### src/rtl/nibble_add_seq_if.sv
// Request/result and adder-slice signals of the nibble add/sub sequencer.
//   master : requesting datapath plus the external 4-bit adder slice
//            (drives start/sub/a/b/cin and the slice outputs add_s/add_co)
//   slave  : the sequencer (drives busy/done/sum/cout/ovf and add_a/add_b/add_cin)
interface nibble_add_seq_if #(
  parameter int unsigned NIBBLES = 4
);
  localparam int unsigned W = 4 * NIBBLES;

  logic         start;
  logic         sub;
  logic [W-1:0] a;
  logic [W-1:0] b;
  logic         cin;
  logic         busy;
  logic         done;
  logic [W-1:0] sum;
  logic         cout;
  logic         ovf;
  logic [3:0]   add_a;
  logic [3:0]   add_b;
  logic         add_cin;
  logic [3:0]   add_s;
  logic         add_co;

  modport master (
    output start, sub, a, b, cin, add_s, add_co,
    input  busy, done, sum, cout, ovf, add_a, add_b, add_cin
  );

  modport slave (
    input  start, sub, a, b, cin, add_s, add_co,
    output busy, done, sum, cout, ovf, add_a, add_b, add_cin
  );
endinterface

### src/rtl/nibble_add_seq.sv
// Multi-nibble add/subtract sequencer time-sharing one external 4-bit
// ripple-carry slice, least-significant nibble first, with SETTLE extra
// wait cycles per nibble before the slice result is sampled.
// Ports:
//   clk, rst_n : clock (rising edge), asynchronous active-low reset
//   bus        : slave side of nibble_add_seq_if
//                start/sub/a/b/cin -> request, busy/done -> status,
//                sum/cout/ovf -> result, add_a/add_b/add_cin -> slice inputs,
//                add_s/add_co -> slice outputs
module nibble_add_seq #(
  parameter int unsigned NIBBLES = 4,
  parameter int unsigned SETTLE  = 1
) (
  input  logic            clk,
  input  logic            rst_n,
  nibble_add_seq_if.slave bus
);
  localparam int unsigned W        = 4 * NIBBLES;
  localparam int unsigned IW       = (NIBBLES > 1) ? $clog2(NIBBLES) : 1;
  localparam logic [IW-1:0] LAST   = IW'(NIBBLES - 1);
  localparam logic [3:0] SETTLE_C  = 4'(SETTLE);

  typedef enum logic [1:0] {IDLE, RUN, DONE} state_e;

  state_e          state_q;
  logic [W-1:0]    a_q;
  logic [W-1:0]    b_q;
  logic            carry_q;
  logic [IW-1:0]   idx_q;
  logic [3:0]      cnt_q;
  logic [W-1:0]    sum_q;
  logic            cout_q;
  logic            ovf_q;
  logic            busy_q;
  logic            done_q;
  logic [3:0]      add_a_q;
  logic [3:0]      add_b_q;
  logic            add_cin_q;

  logic [W-1:0]    b_d;
  logic            carry_d;
  logic [IW-1:0]   idx_d;

  // Nibble i of a packed operand.
  function automatic logic [3:0] nib(input logic [W-1:0] v, input logic [IW-1:0] i);
    return 4'(v >> {i, 2'b00});
  endfunction

  // Operand B' and initial carry as latched on accept; subtraction is A + ~B + 1.
  always_comb begin
    b_d     = bus.sub ? ~bus.b : bus.b;
    carry_d = bus.sub ? 1'b1 : bus.cin;
    idx_d   = IW'(idx_q + 1'b1);
  end

  // Sequencer state, datapath registers and registered outputs.
  always_ff @(posedge clk or negedge rst_n) begin
    if (!rst_n) begin
      state_q   <= IDLE;
      a_q       <= '0;
      b_q       <= '0;
      carry_q   <= 1'b0;
      idx_q     <= '0;
      cnt_q     <= '0;
      sum_q     <= '0;
      cout_q    <= 1'b0;
      ovf_q     <= 1'b0;
      busy_q    <= 1'b0;
      done_q    <= 1'b0;
      add_a_q   <= '0;
      add_b_q   <= '0;
      add_cin_q <= 1'b0;
    end else begin
      done_q <= 1'b0;
      case (state_q)
        IDLE, DONE: begin
          if (bus.start) begin
            state_q   <= RUN;
            a_q       <= bus.a;
            b_q       <= b_d;
            carry_q   <= carry_d;
            idx_q     <= '0;
            cnt_q     <= '0;
            busy_q    <= 1'b1;
            add_a_q   <= bus.a[3:0];
            add_b_q   <= b_d[3:0];
            add_cin_q <= carry_d;
          end else begin
            state_q <= IDLE;
          end
        end
        RUN: begin
          if (cnt_q == SETTLE_C) begin
            for (int unsigned i = 0; i < NIBBLES; i++) begin
              if (idx_q == IW'(i)) sum_q[4*i +: 4] <= bus.add_s;
            end
            carry_q <= bus.add_co;
            cnt_q   <= '0;
            if (idx_q == LAST) begin
              state_q <= DONE;
              busy_q  <= 1'b0;
              done_q  <= 1'b1;
              cout_q  <= bus.add_co;
              // Overflow: operands agree in sign but the result does not.
              ovf_q   <= (a_q[W-1] == b_q[W-1]) && (bus.add_s[3] != a_q[W-1]);
            end else begin
              idx_q     <= idx_d;
              add_a_q   <= nib(a_q, idx_d);
              add_b_q   <= nib(b_q, idx_d);
              add_cin_q <= bus.add_co;
            end
          end else begin
            cnt_q <= 4'(cnt_q + 1'b1);
          end
        end
        default: state_q <= IDLE;
      endcase
    end
  end

  assign bus.busy    = busy_q;
  assign bus.done    = done_q;
  assign bus.sum     = sum_q;
  assign bus.cout    = cout_q;
  assign bus.ovf     = ovf_q;
  assign bus.add_a   = add_a_q;
  assign bus.add_b   = add_b_q;
  assign bus.add_cin = add_cin_q;
endmodule

### src/flat_wrapper.sv
// flat-port wrapper written by rule: the top's interface ports become plain ports
module nibble_add_seq_flat 
#(
  parameter int unsigned NIBBLES = 4,
  parameter int unsigned SETTLE  = 1
)
  (clk, rst_n, bus_start, bus_sub, bus_a, bus_b, bus_cin, bus_add_s, bus_add_co, bus_busy, bus_done, bus_sum, bus_cout, bus_ovf, bus_add_a, bus_add_b, bus_add_cin);
  nibble_add_seq_if #(.NIBBLES(NIBBLES)) bus_i ();
  input  logic clk;
  input  logic rst_n;
  input wire logic [$bits(bus_i.start)-1:0] bus_start;
  input wire logic [$bits(bus_i.sub)-1:0] bus_sub;
  input wire logic [$bits(bus_i.a)-1:0] bus_a;
  input wire logic [$bits(bus_i.b)-1:0] bus_b;
  input wire logic [$bits(bus_i.cin)-1:0] bus_cin;
  input wire logic [$bits(bus_i.add_s)-1:0] bus_add_s;
  input wire logic [$bits(bus_i.add_co)-1:0] bus_add_co;
  output wire logic [$bits(bus_i.busy)-1:0] bus_busy;
  output wire logic [$bits(bus_i.done)-1:0] bus_done;
  output wire logic [$bits(bus_i.sum)-1:0] bus_sum;
  output wire logic [$bits(bus_i.cout)-1:0] bus_cout;
  output wire logic [$bits(bus_i.ovf)-1:0] bus_ovf;
  output wire logic [$bits(bus_i.add_a)-1:0] bus_add_a;
  output wire logic [$bits(bus_i.add_b)-1:0] bus_add_b;
  output wire logic [$bits(bus_i.add_cin)-1:0] bus_add_cin;
  assign bus_i.start = bus_start;
  assign bus_i.sub = bus_sub;
  assign bus_i.a = bus_a;
  assign bus_i.b = bus_b;
  assign bus_i.cin = bus_cin;
  assign bus_i.add_s = bus_add_s;
  assign bus_i.add_co = bus_add_co;
  assign bus_busy = bus_i.busy;
  assign bus_done = bus_i.done;
  assign bus_sum = bus_i.sum;
  assign bus_cout = bus_i.cout;
  assign bus_ovf = bus_i.ovf;
  assign bus_add_a = bus_i.add_a;
  assign bus_add_b = bus_i.add_b;
  assign bus_add_cin = bus_i.add_cin;
  nibble_add_seq #(.NIBBLES(NIBBLES), .SETTLE(SETTLE)) u_core (.clk(clk), .rst_n(rst_n), .bus(bus_i));
endmodule
### config.mk
export PLATFORM = sky130hd
export DESIGN_NAME = nibble_add_seq_flat
export DESIGN_NICKNAME = d
export VERILOG_FILES = /design/src/rtl/nibble_add_seq_if.sv /design/src/rtl/nibble_add_seq.sv /design/src/flat_wrapper.sv
export SDC_FILE = /design/constraint.sdc
export NUM_CORES = 1
export LEC_CHECK = 0
export CORE_ASPECT_RATIO = 2
export CORE_UTILIZATION = 35
export DETAILED_ROUTE_END_ITERATION = 16
export DONT_BUFFER_PORTS = 1
export PLACE_DENSITY = 0.48
export SLEW_MARGIN = 20
export SYNTH_ARGS = -nofsm -noshare
export SYNTH_HDL_FRONTEND = slang
export SYNTH_SLANG_ARGS = --single-unit
### constraint.sdc
create_clock -name clk -period 2.1 [get_ports clk]
set_input_delay 0.63 -clock clk [delete_from_list [all_inputs] [get_ports clk]]
set_output_delay 0.63 -clock clk [all_outputs]
set_load 0.01 [all_outputs]
Word level (Yosys, flattened, before mapping) --
Cells that the tools add are included. Widths: inputs -> output; s select.
Storage, ports and cells: bits in registers 69, word-level logic and storage cells 79
Operators by class: add/sub/neg operators 2, equal/unequal tests 12, shift operators 2, muxes and demuxes 32, bitwise gates (word level) 1, reduce and logical (&&, ||, !) cells 14
Operators by type and width (number):
- $mux 4 | 8
- $shr 16x4->4 | 2
- $pmux 4 s2 | 3
- $mux 16 | 1
- $not 16->16 | 1
- $reduce_and 3->1 | 4
- $mux 1 | 11
- $mux 2 | 5
- $pmux 2 s2 | 2
- $reduce_and 4->1 | 2
- $eq 2x2->1 const B | 3
- $reduce_and 2->1 | 3
- $add 4x1->4 const B | 1
- $eq 2x1->1 const B | 2
- $eq 4x1->1 const B | 1
- $logic_not 2->1 | 2
- $ne 2x1->1 const B | 2
- $ne 2x2->1 const B | 2
- $pmux 1 s2 | 2
- $add 2x1->2 const B | 1
- $reduce_bool 2->1 | 1
- $reduce_or 2->1 | 1
- $eq 1x1->1 | 1
- $logic_and 1x1->1 | 1
- $ne 1x1->1 | 1

Depth between registers and ports, before layout --
depth in word-level cells 5, mapped depth 7

Worst setup path after synthesis --
No wires, ideal clock.
kind flip-flop to flip-flop, start point reg u_core.idx_q[0], end point reg u_core.add_a_q[1] (netlist: u_core.bus.add_a[1]), setup time 125 ps, arrival 2010 ps, required time 1975 ps, setup slack -35 ps, cell stages (with the launch flop) 8, path buffers 2, period minus slack after synthesis 2135 ps, cell sequence dfrtp_1 > buf_6 > inv_1 > ha_1 > clkbuf_1 > mux4_2 > mux2_2 > mux2_4
Between the ends: word-level cells in the longest chain between the ends 5, elaborated cells between the ends (all ways) 8, those cells by class add/sub (1); eq/ne (2); shift (1); mux (3); reduce/logical (1)
Ends and longest elaborated chain:
- from (decl) | line nibble_add_seq.sv:29 | logic [IW-1:0] idx_q;
- from (signal assigned) | line nibble_add_seq.sv:107 | idx_q <= idx_d;
- $add 2x1->2 | line nibble_add_seq.sv:53 | idx_d = IW'(idx_q + 1'b1);
- $shr 16x4->4 | line nibble_add_seq.sv:46 | return 4'(v >> {i, 2'b00});
- $mux 4 | line nibble_add_seq.sv:99 | if (idx_q == LAST) begin
- $mux 4 | line nibble_add_seq.sv:93 | if (cnt_q == SETTLE_C) begin
- $pmux 4 s2 | line nibble_add_seq.sv:75 | case (state_q)
- to (signal assigned) | line nibble_add_seq.sv:85 | add_a_q <= bus.a[3:0];
- to (signal assigned) | line nibble_add_seq.sv:108 | add_a_q <= nib(a_q, idx_d);
- to (decl) | line nibble_add_seq.sv:36 | logic [3:0] add_a_q;
Parallel ways exist; a longest one is shown, timed or not. The select of a mux whose other input is x is not followed. A chain may end at the register's enable or synchronous reset.

Worst setup path after layout --
start point reg u_core.idx_q[0], end point reg u_core.add_b_q[2] (netlist: u_core.bus.add_b[2])
Between the ends: word-level cells in the longest chain between the ends 5, elaborated cells between the ends (all ways) 8, those cells by class add/sub (1); eq/ne (2); shift (1); mux (3); reduce/logical (1)
Ends and longest elaborated chain:
- $add 2x1->2 | line nibble_add_seq.sv:53
- $shr 16x4->4 | line nibble_add_seq.sv:46
- $mux 4 | line nibble_add_seq.sv:99
- $mux 4 | line nibble_add_seq.sv:93
- $pmux 4 s2 | line nibble_add_seq.sv:75
- to (signal assigned) | line nibble_add_seq.sv:86 | add_b_q <= b_d[3:0];
- to (signal assigned) | line nibble_add_seq.sv:109 | add_b_q <= nib(b_q, idx_d);
- to (decl) | line nibble_add_seq.sv:37 | logic [3:0] add_b_q;
Parallel ways exist; a longest one is shown, timed or not. The select of a mux whose other input is x is not followed.

==> metrics.csv <==
metric,value,unit
avgSynthCellArea,11.8,um2
setup_violations,0,
clk_path_buf_depth,2,
synth_area,3230,um2
worstMarginPinSlew,0.445,ns
vias,1920,
routed_wirelength,6660,um
chipWidth,69.9,um
timing.fmax,0.524,GHz
grt_use_total,15.4,%
required,2.31,ns
start_kind,flop,
cts_setup_buffers,0,
yosys.area.top_type_share,53.5,%
routed_via_density,5.00,
cts_resized,0,
min_period,1.91,ns
rsz0062_at_grt,no,
drive_gt1_share,18.4,%
synth_area_leaders,"dfrtp_1, nand2_1, mux2_1, mux4_2, mux2_4",
diodes,0,
die_area,9640,um2
synthCells,273,
syn_nets,321,
synth_warnings,0,
dr.pass1.iters,4,
path_clk_slew,0.05,ns
max-slew-margin-rel,70.2,%
grt_pass1_vias,2051,
p_leak,1.68,nW
dp_slack,0.206,ns
grt_start_max_net_pins,70,
pin_count,71,
yosys.area.top_type,dfrtp_1,
post-route-period-util,90.8,%
portBuffers,0,
cts_made_buffers,9,
worst_setup_path_end_kind,flop,
cp_max_fo,9,
grt_pass1_wl,11000,um
htree_levels,3,
antenna_found_initial,0,
area_growth,12.0,%
die_h,138,um
rows,49,
post_dp_cell_area,3360,um2
drtAntennaViolNets,0,
irDropWorstVdd,0.589,mV
maxCapViolations,0,
gp_congestion,0.723,
drc,0,
root_buffer,clkbuf_16,
final_area,3620,um2
hold_class,in2async,
critPathKind,reg2reg,
setup_tns,0,ns
cts_tree,yes,
skew,0.0106,ns
outcome,finished with violations,
cp_data_arrival_time,2.11,ns
setup_slack,0.193,ns
power_density,1630,nW/um2
start_util,36.1,%
violations,negative hold slack,
yosysSeqAreaShare,53.5,%
post-dp-hpwl,4860,um
synth-seq-cells,69,
clkLatencyLatePin,0.33,ns
wl_per_cell,17.3,um
nets,326,
finalHoldViolations,21,
timing.hold.ws,-0.00335,ns
drtIter0Drc,71,
grt-ovfl-total,0,
maxSlewViolCount,0,
coreArea,8950,um2
netlist-cell-type-count,32,
clkSinkCount,69,
fillers,884,
## layer usage
metal  wire [um]  share of wire (%)  GRT usage (%)
met2        3680                 55           27.1
met4         167                2.5           8.56
met3         294                4.4           3.95
met1        2520                 38           16.5
met5           0                  0              0
## flip-flops by register name, summed over array words and instances (netlist names)
name	count
u_core.bus.done	1
u_core.bus.cout	1
u_core.bus.ovf	1
u_core.bus.sum	16
u_core.bus.add_cin	1
u_core.b_q	16
u_core.cnt_q	4
u_core.bus.busy	1
u_core.bus.add_a	4
u_core.bus.add_b	4
u_core.a_q	16
u_core.idx_q	2
u_core.state_q	2
## through the flow
step | utilization (%) | std cells | hold slack (ns) | total power, mW
2_1_floorplan | - | 273 | 0.334 | 4.15
3_3_place_gp | 37.5 | 369 | 0.336 | 4.58
3_5_place_dp | 37.5 | 369 | 0.337 | 4.65
4_1_cts | 40.4 | 384 | -0.0143 | 6.02
5_1_grt | 40.4 | 384 | -0.0211 | 6.34
6_report | 40.4 | 384 | -0.00335 | 5.91
## critical path, cell delays in order (launching register included)
cell     delay (ns)
dfrtp_1        0.39
inv_1          0.10
ha_1           0.28
buf_4          0.18
mux4_2         0.30
mux2_2         0.27
mux2_4         0.25
## final timing paths
path,from,to,slack (ns),cells past startpoint
hold / removal,rst_n,u_core.bus.ovf,-0.003,0
setup / recovery,u_core.idx_q[0],u_core.bus.add_b[2],0.19,6
setup reg to reg,u_core.idx_q[0],u_core.bus.add_b[2],0.19,6
max in group asynchronous,rst_n,u_core.state_q[1],2.00,0
min in group clk,bus_a[4],u_core.a_q[4],0.41,2
hold reg to reg,u_core.a_q[0],u_core.a_q[0],0.47,2
## layout make-up
cell class                 instances  area [um2]  share of cell area [%]
tap                              102         128                    3.53
sequential                        69        1730                    47.8
clock buffer                      13         250                    6.92
inverter                           5        18.8                   0.519
timing repair buffer               9        80.1                    2.21
multi-input combinational        184        1400                    38.8
clock inverter                     2        10.0                   0.277
## cell usage in the layout (no fill, tap or decap), types with 6 or more instances in the layout
cell,synthesis,final
buf_4,0,8
clkbuf_16,0,9
dfrtp_1,69,69
ha_1,6,6
mux2_1,19,19
mux2_2,8,8
mux2_4,8,8
mux4_2,8,8
nand2_1,76,76
o21ai_0,12,12
xnor2_1,13,13
## cells in the mapped netlist
library cell	instances
nand2b_1	5
a21o_1	1
and3_1	1
clkbuf_1	9
a22o_1	1
buf_2	2
dfrtp_1	69
nor3b_2	1
nor2b_1	2
mux2i_1	3
inv_2	1
a2bb2oi_2	1
o21ai_1	2
nor4bb_1	1
inv_1	4
nand3b_1	1
mux2_4	8
mux4_2	8
mux2_2	8
nor2_1	2
buf_6	4
o21ai_0	12
xnor2_1	13
ha_1	6
o22ai_1	1
xor2_1	4
nand3_2	1
nand2_1	76
o2bb2ai_1	2
or3b_1	1
nand3_1	4
mux2_1	19
## cell families after synthesis
group                      Yosys count  share of synthesized area (%)
adders and majority gates            6                           2.32
and+or+nand+nor                     95                           12.7
AOI/OAI and AO/OA                   20                           3.87
muxes                               46                           19.6
DFF                                 69                           53.5
buffers and inverters               20                           3.33
xor gates and xnor gates            17                           4.61
## report_power, final
part           switching (mW)  internal, mW
registers               0.586          1.98
clock network           0.518         0.821
logic                   0.810          1.19
total                    1.91          3.99
(Power assumes the default switching activity.)
